$ cat config.mk
export PLATFORM = sky130hd
export DESIGN_NAME = axi_skid_fifo
export DESIGN_NICKNAME = d
export VERILOG_FILES = /design/src/rtl/axi_module_pkg.sv /design/src/rtl/axi_fifo_mem.sv /design/src/rtl/axi_skid_fifo.sv
export SDC_FILE = /design/constraint.sdc
export NUM_CORES = 1
export LEC_CHECK = 0
export ABC_AREA = 1
export CELL_PAD_IN_SITES_DETAIL_PLACEMENT = 0
export CELL_PAD_IN_SITES_GLOBAL_PLACEMENT = 1
export CORE_MARGIN = 4
export CORE_UTILIZATION = 45
export CTS_CLUSTER_DIAMETER = 100
export CTS_CLUSTER_SIZE = 40
export DETAILED_ROUTE_END_ITERATION = 10
export GPL_TIMING_DRIVEN = 0
export PLACE_DENSITY = 0.83
export REMOVE_ABC_BUFFERS = 1
export SYNTH_ARGS = -nofsm -noshare
export SYNTH_HDL_FRONTEND = slang
export SYNTH_SLANG_ARGS = --single-unit
$ cat constraint.sdc
create_clock -name aclk_i -period 2.57 [get_ports aclk_i]
set_input_delay 0.257 -clock aclk_i [delete_from_list [all_inputs] [get_ports aclk_i]]
set_output_delay 0.257 -clock aclk_i [all_outputs]
set_load 0.02 [all_outputs]
$ cat src/rtl/axi_module_pkg.sv
// Shared constants and helpers for the AXI stream buffer blocks.
// Holds the default data path sizing and a constant clog2.
package axi_module_pkg;

    localparam int DEF_DWIDTH = 8;
    localparam int DEF_DEPTH  = 4;

    function automatic int clog2(input int n);
        int r;
        r = 0;
        while ((1 << r) < n) r++;
        return r;
    endfunction

endpackage

$ cat src/rtl/axi_fifo_mem.sv
// Register-array storage for the skid FIFO.
// One synchronous write port, one asynchronous read port, no reset.
module axi_fifo_mem
    import axi_module_pkg::*;
#(
    parameter int DWIDTH = DEF_DWIDTH,
    parameter int DEPTH  = DEF_DEPTH,
    parameter int AW     = clog2(DEPTH)
) (
    input  logic              aclk_i,
    input  logic              we,
    input  logic [AW-1:0]     waddr,
    input  logic [DWIDTH-1:0] wdata,
    input  logic [AW-1:0]     raddr,
    output logic [DWIDTH-1:0] rdata
);

    logic [DWIDTH-1:0] mem [DEPTH];

    always_ff @(posedge aclk_i) begin
        if (we) begin
            mem[waddr] <= wdata;
        end
    end

    assign rdata = mem[raddr];

endmodule

$ cat src/rtl/axi_skid_fifo.sv
// Registered-ready buffer between two valid/ready stream ports.
// Adds INC to each accepted word; ready_o comes straight from a flop.
module axi_skid_fifo
    import axi_module_pkg::*;
#(
    parameter int                DWIDTH   = DEF_DWIDTH,
    parameter int                DEPTH    = DEF_DEPTH,
    parameter logic [DWIDTH-1:0] INC      = 1,
    parameter int                AFULL_TH = DEPTH - 1
) (
    input  logic                       aclk_i,
    input  logic                       areset_i,
    input  logic                       valid_i,
    input  logic [DWIDTH-1:0]          data_i,
    output logic                       ready_o,
    output logic                       valid_o,
    output logic [DWIDTH-1:0]          data_o,
    input  logic                       ready_i,
    output logic [clog2(DEPTH+1)-1:0]  count_o,
    output logic                       almost_full_o
);

    localparam int CW = clog2(DEPTH + 1);
    localparam int AW = clog2(DEPTH);
    localparam logic [CW-1:0] DEPTH_C = CW'(DEPTH);
    localparam logic [CW-1:0] AFULL_C = CW'(AFULL_TH);

    logic [AW-1:0]     wptr_q;
    logic [AW-1:0]     rptr_q;
    logic [CW-1:0]     count_q;
    logic [CW-1:0]     count_nxt;
    logic              ready_q;
    logic              valid_q;
    logic              afull_q;
    logic              push;
    logic              pop;
    logic [DWIDTH-1:0] rd_data;

    assign push      = valid_i && ready_q;
    assign pop       = valid_q && ready_i;
    assign count_nxt = count_q + CW'(push) - CW'(pop);

    // Pointers wrap naturally since DEPTH is a power of two.
    always_ff @(posedge aclk_i) begin
        if (areset_i) begin
            wptr_q  <= '0;
            rptr_q  <= '0;
            count_q <= '0;
            ready_q <= 1'b1;
            valid_q <= 1'b0;
            afull_q <= 1'b0;
        end else begin
            if (push) wptr_q <= wptr_q + 1'b1;
            if (pop)  rptr_q <= rptr_q + 1'b1;
            count_q <= count_nxt;
            ready_q <= count_nxt < DEPTH_C;
            valid_q <= count_nxt != '0;
            afull_q <= count_nxt >= AFULL_C;
        end
    end

    axi_fifo_mem #(
        .DWIDTH (DWIDTH),
        .DEPTH  (DEPTH),
        .AW     (AW)
    ) u_mem (
        .aclk_i (aclk_i),
        .we     (push),
        .waddr  (wptr_q),
        .wdata  (data_i + INC),
        .raddr  (rptr_q),
        .rdata  (rd_data)
    );

    // Mask the unreset array so an empty buffer always shows zero.
    assign data_o        = valid_q ? rd_data : '0;
    assign valid_o       = valid_q;
    assign ready_o       = ready_q;
    assign count_o       = count_q;
    assign almost_full_o = afull_q;

endmodule
==> flow_summary.toml, run 1 <==
[run_status]
outcome = "finished clean"

[layout]
diodes = 0
design_area_mm2 = 0.00238
fill_cells = 413
nets = 252
final_common_cell = "nand2_1"
mostFrequentLayoutCells = "nand2_1, inv_1, edfxtp_1"
areaGrowthSynthToFinish_pct = 17.7
layout-drive-gt1-share_pct = 9.44

[clock_tree]
cts-root-buf = "clkbuf_8"
cts_buffers = 5
cts_tree = "done"
clkTransAtPathRegs_ns = 0.07
htree_num_levels = 2
cts_max_path_buffers = 2
clock_latency_ns = 0.29
clkSinkCount = 44
cts_setup_buffers = 0

[route]
wl_per_cell_um = 12.3
firstDrtPassIters = 4
drc = 0
drt-total-wl_um = 3500
vias = 1298
first_iter_violations = 47
ant_nets = 0
routed_via_density = 4.55

[synth]
synth_edf_count = 32
netlist.area_leader.share_pct = 47.5
syn-cell-area_mm2 = 0.00202
yosys_warnings = 0
syn_avg_cell_area_um2 = 9.92
synth_cell_types = 22
synth_area_leaders = "edfxtp_1, dfxtp_1, nand2_1"
yosysSeqAreaShare_pct = 59.4
ys_ff_latch = 44
synth-async-reset-ratio_pct = 0
synth_cells = 204
synth_flop_cell = "edfxtp_1"
synth_top_area_cell = "edfxtp_1"

[global_route]
grt_pass1_vias = 1218
grt_pass1_wl_um = 5630
grt_max_degree = 18
overflow = 0
grt.total_usage_pct = 14.1
antenna_found_initial = 0

[die]
die_h_um = 75.1
core_area_mm2 = 0.00435
die-area_mm2 = 0.00563
die_w_um = 75.1
std_cell_rows = 24
start_util_pct = 46.5
ioPinCount = 26

[critical_path]
path_class = "flip-flop to output pin"
cp_max_fo = 17
required_ns = 2.31
crit_chain = "inv_8 > nand2_2 > nand3_1 > a21oi_1 > clkdlybuf4s50_1"
r2r_slack_ns = 0.64
arrival_ns = 1.93
slowest_stage = "clkdlybuf4s50_1"
cp-start-kind = "flip-flop"
cpPeakStageDelay_ns = 0.63
end_kind = "output pin"

[placement]
gp_congestion = 0.720
placed_area_mm2 = 0.00229
hpwl_um = 2510
post-place-ws_ns = 0.261
port_buffers = 25

[sta]
maxSlewHeadroom_pct = 46.2
finalCritPeriodShare_pct = 85.1
setup_violations = 0
slew_viol_final = 0
worst_pin_slew_ns = 0.804
max_freq_mhz = 457
finalSetupTns_ns = 0
fin_skew_ns = 0.00532
period_needed_ns = 2.19
finalHoldViolCount = 0
rsz0062_at_grt = "false"
fin_ws_ns = 0.383
whs_ns = 0.499

[pwr]
power.density_mw_per_mm2 = 909
leakage_nw = 1.03
ir_worst_vdd_mv = 0.620
power_mw = 2.16

[run]
drv_cap = 0

[worst_hold_path]
hold_class = "flip-flop to flip-flop"
what timing repair did:
action                     in CTS  in global routing
hold buffers                    0                  0
setup endpoints to repair       0                  4
gates resized for setup         0                  1
critical path, delay by kind of cell, from the launching register on:
family	cells	cell delay [ns]
buffers and inverters	2	0.76
DFF	1	0.57
AOI/OAI and AO/OA	1	0.17
and+or+nand+nor	2	0.14
state kept, by name, summed over array words and instances (netlist names), named ones only:
name and flops:
ready_o 1, u_mem.mem 32, almost_full_o 1, valid_o 1, wptr_q 2, rptr_q 2
count_o 3
routing by layer:
metal  vias to the layer above  wire, um  GRT usage, %
met5                         -         0             0
met4                         0        34          4.74
met3                         5       179          4.54
met2                        30      1790          25.0
met1                       565      1500          15.9
li1                        698         -             -
cell families after synthesis:
| logic type | Yosys count | share of synthesized area [%] |
|---|---|---|
| AO/OA/AOI/OAI | 15 | 3.90 |
| XOR/XNOR | 5 | 2.16 |
| adder cells (fa/ha/maj) | 8 | 5.32 |
| buffers and inverters | 42 | 9.83 |
| flip-flops | 44 | 59.4 |
| AND/OR/NAND/NOR | 90 | 19.4 |
worst paths after layout:
check,cells after the start,to,start
max,5,data_o[4],flip-flop
min,1,rptr_q[0],rptr_q[0]
max reg2reg,9,valid_o,ready_o
min reg2reg,1,rptr_q[0],rptr_q[0]
report_power, final:
group	internal (mW)	total (mW)	leakage, nW	switching [mW]
logic	0.323	0.781	0.596	0.458
registers	0.885	0.959	0.392	0.0742
clock network	0.219	0.425	0.0455	0.206
final cells by class:
cell class / instances / area (um^2) / share of cell area, %
sequential: 44 / 1200 / 50.5
multi-input combinational: 118 / 623 / 26.2
timing repair buffer: 25 / 250 / 10.5
inverter: 38 / 151 / 6.36
clock buffer: 8 / 90.1 / 3.78
tap: 52 / 65.1 / 2.73
per-stage QoR:
step,util [%],instances
2_1_floorplan,-,200
3_3_place_gp,52.6,277
3_5_place_dp,52.6,277
4_1_cts,54.7,285
5_1_grt,54.7,285
6_report,54.7,285
Yosys cell counts (2+ instances only):
library cell	count
edfxtp_1	32
inv_1	36
dfxtp_1	12
nand2_2	9
nand2_1	57
nand3_1	11
nand3_2	2
ha_1	7
o21ai_0	3
a21oi_1	11
nor2_1	9
buf_6	2
xnor2_1	2
xor2_1	3
No activity file was read; power rests on OpenSTA's default activity.
==> run 2: changes to the inputs <==
- ABC_AREA: 1 -> 0
- CORE_UTILIZATION: 45 -> 40
- CTS_CLUSTER_DIAMETER: 100 -> unset
- PLACE_DENSITY: 0.83 -> 0.71
==> flow_summary.toml, run 2 <==
[pwr]
power_mw = 2.11
power.density_mw_per_mm2 = 951
leakage_nw = 0.812
pwr-share-comb_pct = 32.7
ir_worst_vdd_mv = 0.381
clockPowerShare_pct = 20.8
p_int_mw = 1.47
switching_power_mw = 0.637
pwr-share-seq_pct = 46.4
switching_share_pct = 30.2

[critical_path]
arrival_ns = 2.07
required_ns = 2.31
r2r_slack_ns = 0.27
cp-start-kind = "flip-flop"
reg2regPathDepth = 7
end_kind = "output pin"
path_class = "flip-flop to output pin"
cp_max_fo = 8
r2r-start = "valid_o"
r2r-end = "valid_o"

[route]
vias = 980
firstDrtPassIters = 4
first_iter_violations = 46
drc = 0
ant_nets = 0
routed_via_density = 4.95
wl_per_cell_um = 15.8
drt-total-wl_um = 3120

[die]
start_util_pct = 41.5
core_area_mm2 = 0.00438
ioPinCount = 26
die-area_mm2 = 0.00569
std_cell_rows = 24
die_w_um = 75.4
die_h_um = 75.4

[global_route]
overflow = 0
grt_max_degree = 14
grt_pass1_vias = 992
grt.total_usage_pct = 12.4
antenna_found_initial = 0
grt_pass1_wl_um = 5040

[clock_tree]
cts_setup_buffers = 0
holdBufCountCts = 0
clock_latency_ns = 0.29
cts_resized = 1
htree_num_levels = 2
cts_max_path_buffers = 2
clkTransAtPathRegs_ns = 0.08
cts_tree = "done"
cts_buffers = 5
cts-root-buf = "clkbuf_8"
clkSinkCount = 44

[sta]
whs_ns = 0.516
finalHoldViolCount = 0
finalCritPeriodShare_pct = 90.6
fin_ws_ns = 0.241
fin_skew_ns = 0.00301
setup_violations = 0
rsz0062_at_grt = "false"
max_freq_mhz = 429
slew_viol_final = 0
worst_pin_slew_ns = 0.459
period_needed_ns = 2.33
maxSlewHeadroom_pct = 69.4

[synth]
synth_flop_cell = "edfxtp_1"
synth_edf_count = 32
synth_cells = 115
netlist.area_leader.share_pct = 52.8
syn-cell-area_mm2 = 0.00182
syn_avg_cell_area_um2 = 15.8
yosysMostFrequentCell = "edfxtp_1"
synth_cell_types = 21
synth_top_area_cell = "edfxtp_1"
synth-async-reset-ratio_pct = 0
synth_area_leaders = "edfxtp_1, dfxtp_1, mux4_2"
ys_ff_latch = 44
yosys_warnings = 0
yosysSeqAreaShare_pct = 66.0
synth_common_cells = "edfxtp_1, dfxtp_1, and2_1"

[layout]
largest_reg_flops = 32
final_common_cell = "edfxtp_1"
post-route-util_pct = 50.6
layout-drive-gt1-share_pct = 12.3
design_area_mm2 = 0.00222
regMostFlops = "u_mem.mem"
nets = 165
mostFrequentLayoutCells = "edfxtp_1, clkdlybuf4s50_1, dfxtp_1"
diodes = 0
areaGrowthSynthToFinish_pct = 22.0

[run]
drv_cap = 0

[run_status]
outcome = "finished clean"

[worst_hold_path]
hold_path.startpoint = "wptr_q[1]"
min_to = "wptr_q[1]"
hold_class = "flip-flop to flip-flop"
min_path_cells = 2

[placement]
placed_area_mm2 = 0.00213
gp_congestion = 0.771
port_buffers = 25
post-place-ws_ns = -0.0485
hpwl_um = 2260
run 2: changes by cell type after synthesis, moves of 3 or more:
cell,previous run,this run
nand2_2,9,0
nand2_1,57,6
nor2_1,9,5
and3_1,0,5
nand3_1,11,5
a21oi_1,11,1
and2_1,0,9
mux4_2,0,8
inv_1,36,7
o21ai_0,3,0
run 2: worst max path at each step:
| stage | endpoint | slack, ns | depth (start not counted) |
|---|---|---|---|
| floorplan | valid_o | 0.35 | 8 |
| global placement | valid_o | -0.01 | 9 |
| detailed placement | valid_o | -0.05 | 9 |
| CTS | data_o[3] | 0.20 | 3 |
| global route | valid_o | 0.11 | 7 |
| finish | data_o[3] | 0.24 | 3 |
run 2: cell families (layout without fill, tap and decap cells):
kind of cell	Yosys count	in the layout	share of synthesized area, %
flip-flops	44	44	66.0
adder cells (fa/ha/maj)	8	8	5.91
AND/OR/NAND/NOR	35	35	10.4
XOR/XNOR	10	10	5.57
multiplexers	8	8	9.90
buffers and inverters	9	40	1.93
AO/OA/AOI/OAI	1	1	0.275
run 2: routing by layer:
layer  wire length [um]  track usage [%]  up-vias
met3                143             4.75        7
met5                  0                0        -
met2               1610             20.8       20
met4                 51             4.47        0
met1               1320             14.6      484
li1                   -                -      469
run 2: critical path: stages (launching register included):
cell             delay [ns]
dfxtp_2                0.52
mux4_2                 0.54
and2_1                 0.18
clkdlybuf4s50_1        0.54
run 2: cell type report:
type,instances,area (um^2)
Fill cell,387,2160
Sequential cell,44,1200
Inverter,7,26.3
Tap cell,52,65.1
Clock inverter,2,10.0
Clock buffer,6,82.6
Multi-Input combinational cell,62,583
Timing Repair Buffer,25,250
run 2: per-stage QoR:
stage,instances,TNS (ns)
3_3_place_gp,190,-0.0137
3_5_place_dp,190,-0.0485
6_report,198,0
4_1_cts,198,0
5_1_grt,198,0
2_1_floorplan,113,0
run 2: power groups by stage:
| stage | sequential, mW | clock (mW) | combinational (mW) |
|---|---|---|---|
| detailed placement | 1.00 | 0 | 0.703 |
| global route | 1.00 | 0.484 | 0.764 |
| finish | 0.980 | 0.440 | 0.691 |
| CTS | 0.987 | 0.452 | 0.705 |
| floorplan | 1.01 | 0 | 0.389 |
| global placement | 0.995 | 0 | 0.688 |
==> run 3: changes to the inputs <==
- CORE_ASPECT_RATIO: unset -> 0.8
==> flow_summary.toml, run 3 (synthesized netlist as in run 2, its figures left out) <==
[run_status]
outcome = "finished clean"

[sta]
fin_skew_ns = 0.00393
setup_violations = 0
period_needed_ns = 2.33
slew_viol_final = 0
worst_pin_slew_ns = 0.444
whs_ns = 0.503
max_freq_mhz = 430
finalHoldViolCount = 0
maxSlewHeadroom_pct = 70.3
finalCritPeriodShare_pct = 90.5
rsz0062_at_grt = "false"

[layout]
post-route-util_pct = 52.0
design_area_mm2 = 0.00223
final_common_cell = "edfxtp_1"
areaGrowthSynthToFinish_pct = 22.4
mostFrequentLayoutCells = "edfxtp_1, clkdlybuf4s50_1, dfxtp_1"
largest_reg_flops = 32
multi_input_area_um2 = 583
nets = 165
fill_cells = 374
diodes = 0
layout-drive-gt1-share_pct = 12.3
register_area_mm2 = 0.00120
regMostFlops = "u_mem.mem"

[global_route]
grt_pass1_wl_um = 5030
antenna_found_initial = 0
grt_max_degree = 14
grt.total_usage_pct = 12.0
grt_pass1_vias = 1002
overflow = 0

[route]
ant_nets = 0
first_iter_violations = 35
routed_via_density = 4.78
vias = 971
firstDrtPassIters = 5
wl_per_cell_um = 14.7
drc = 0
drt-total-wl_um = 2980

[pwr]
power.density_mw_per_mm2 = 939
leakage_nw = 0.812
ir_worst_vdd_mv = 0.385

[placement]
port_buffers = 25
placed_area_mm2 = 0.00213
gp_congestion = 0.702
hpwl_um = 2210

[die]
start_util_pct = 42.5
die-area_mm2 = 0.00570
core_area_mm2 = 0.00428
die_h_um = 68.3
die_w_um = 83.4
std_cell_rows = 21
ioPinCount = 26

[clock_tree]
clkSinkCount = 44
holdBufCountCts = 0
cts-root-buf = "clkbuf_8"
cts_setup_buffers = 0
clock_latency_ns = 0.29
cts_max_path_buffers = 2
cts_buffers = 5
cts_resized = 0
cts_tree = "done"
htree_num_levels = 2
clkTransAtPathRegs_ns = 0.08

[worst_hold_path]
hold_class = "flip-flop to flip-flop"

[critical_path]
r2r_slack_ns = 0.31
end_kind = "output pin"
path_class = "flip-flop to output pin"
r2r-start = "valid_o"
required_ns = 2.31
critPathCapture = "data_o[5]"
cp-start-kind = "flip-flop"
reg2regPathDepth = 7
arrival_ns = 2.07
r2r-end = "valid_o"
cp_max_fo = 8

[run]
drv_cap = 0
-- run 3: worst min-delay path by stage --
stage	startpoint	to	slack, ns	depth (start not counted)
2_1_floorplan	areset_i	wptr_q[1]	0.33	1
3_3_place_gp	wptr_q[1]	wptr_q[1]	0.48	2
3_5_place_dp	wptr_q[1]	wptr_q[1]	0.50	2
4_1_cts	wptr_q[1]	wptr_q[1]	0.51	2
5_1_grt	wptr_q[1]	wptr_q[1]	0.54	2
6_report	wptr_q[1]	wptr_q[1]	0.50	2
-- run 3: layout make-up --
cell class / count / area share (%)
clock buffer: 6 / 3.71
clock inverter: 2 / 0.450
inverter: 7 / 1.18
multi-input combinational: 62 / 26.2
sequential: 44 / 54.0
tap: 57 / 3.20
timing repair buffer: 25 / 11.2
-- run 3: per-stage QoR --
step	instances	total power, mW	setup TNS, ns	setup WS, ns
after floorplan	113	1.40	0	0.348
after global placement	195	1.68	-0.0234	-0.0234
after detailed placement	195	1.70	-0.0606	-0.0606
after CTS	203	2.12	0	0.0101
after global routing	203	2.23	0	0.141
final	203	2.09	0	0.244
-- run 3: worst max-delay path, stage by stage, from the launching register on --
cell             delay, ns
dfxtp_2               0.51
mux4_2                0.56
and2_1                0.18
clkdlybuf4s50_1       0.53
-- run 3: power by group --
part | internal, mW | switching [mW]
combinational | 0.374 | 0.313
clock | 0.214 | 0.213
sequential | 0.884 | 0.0922
-- run 3: layer usage --
| layer | up-vias | track usage (%) | routed length (um) |
|---|---|---|---|
| li1 | 472 | - | - |
| met1 | 473 | 14.7 | 1360 |
| met5 | - | 0 | 0 |
| met2 | 22 | 20.2 | 1440 |
| met4 | 0 | 5.51 | 52 |
| met3 | 4 | 3.25 | 123 |
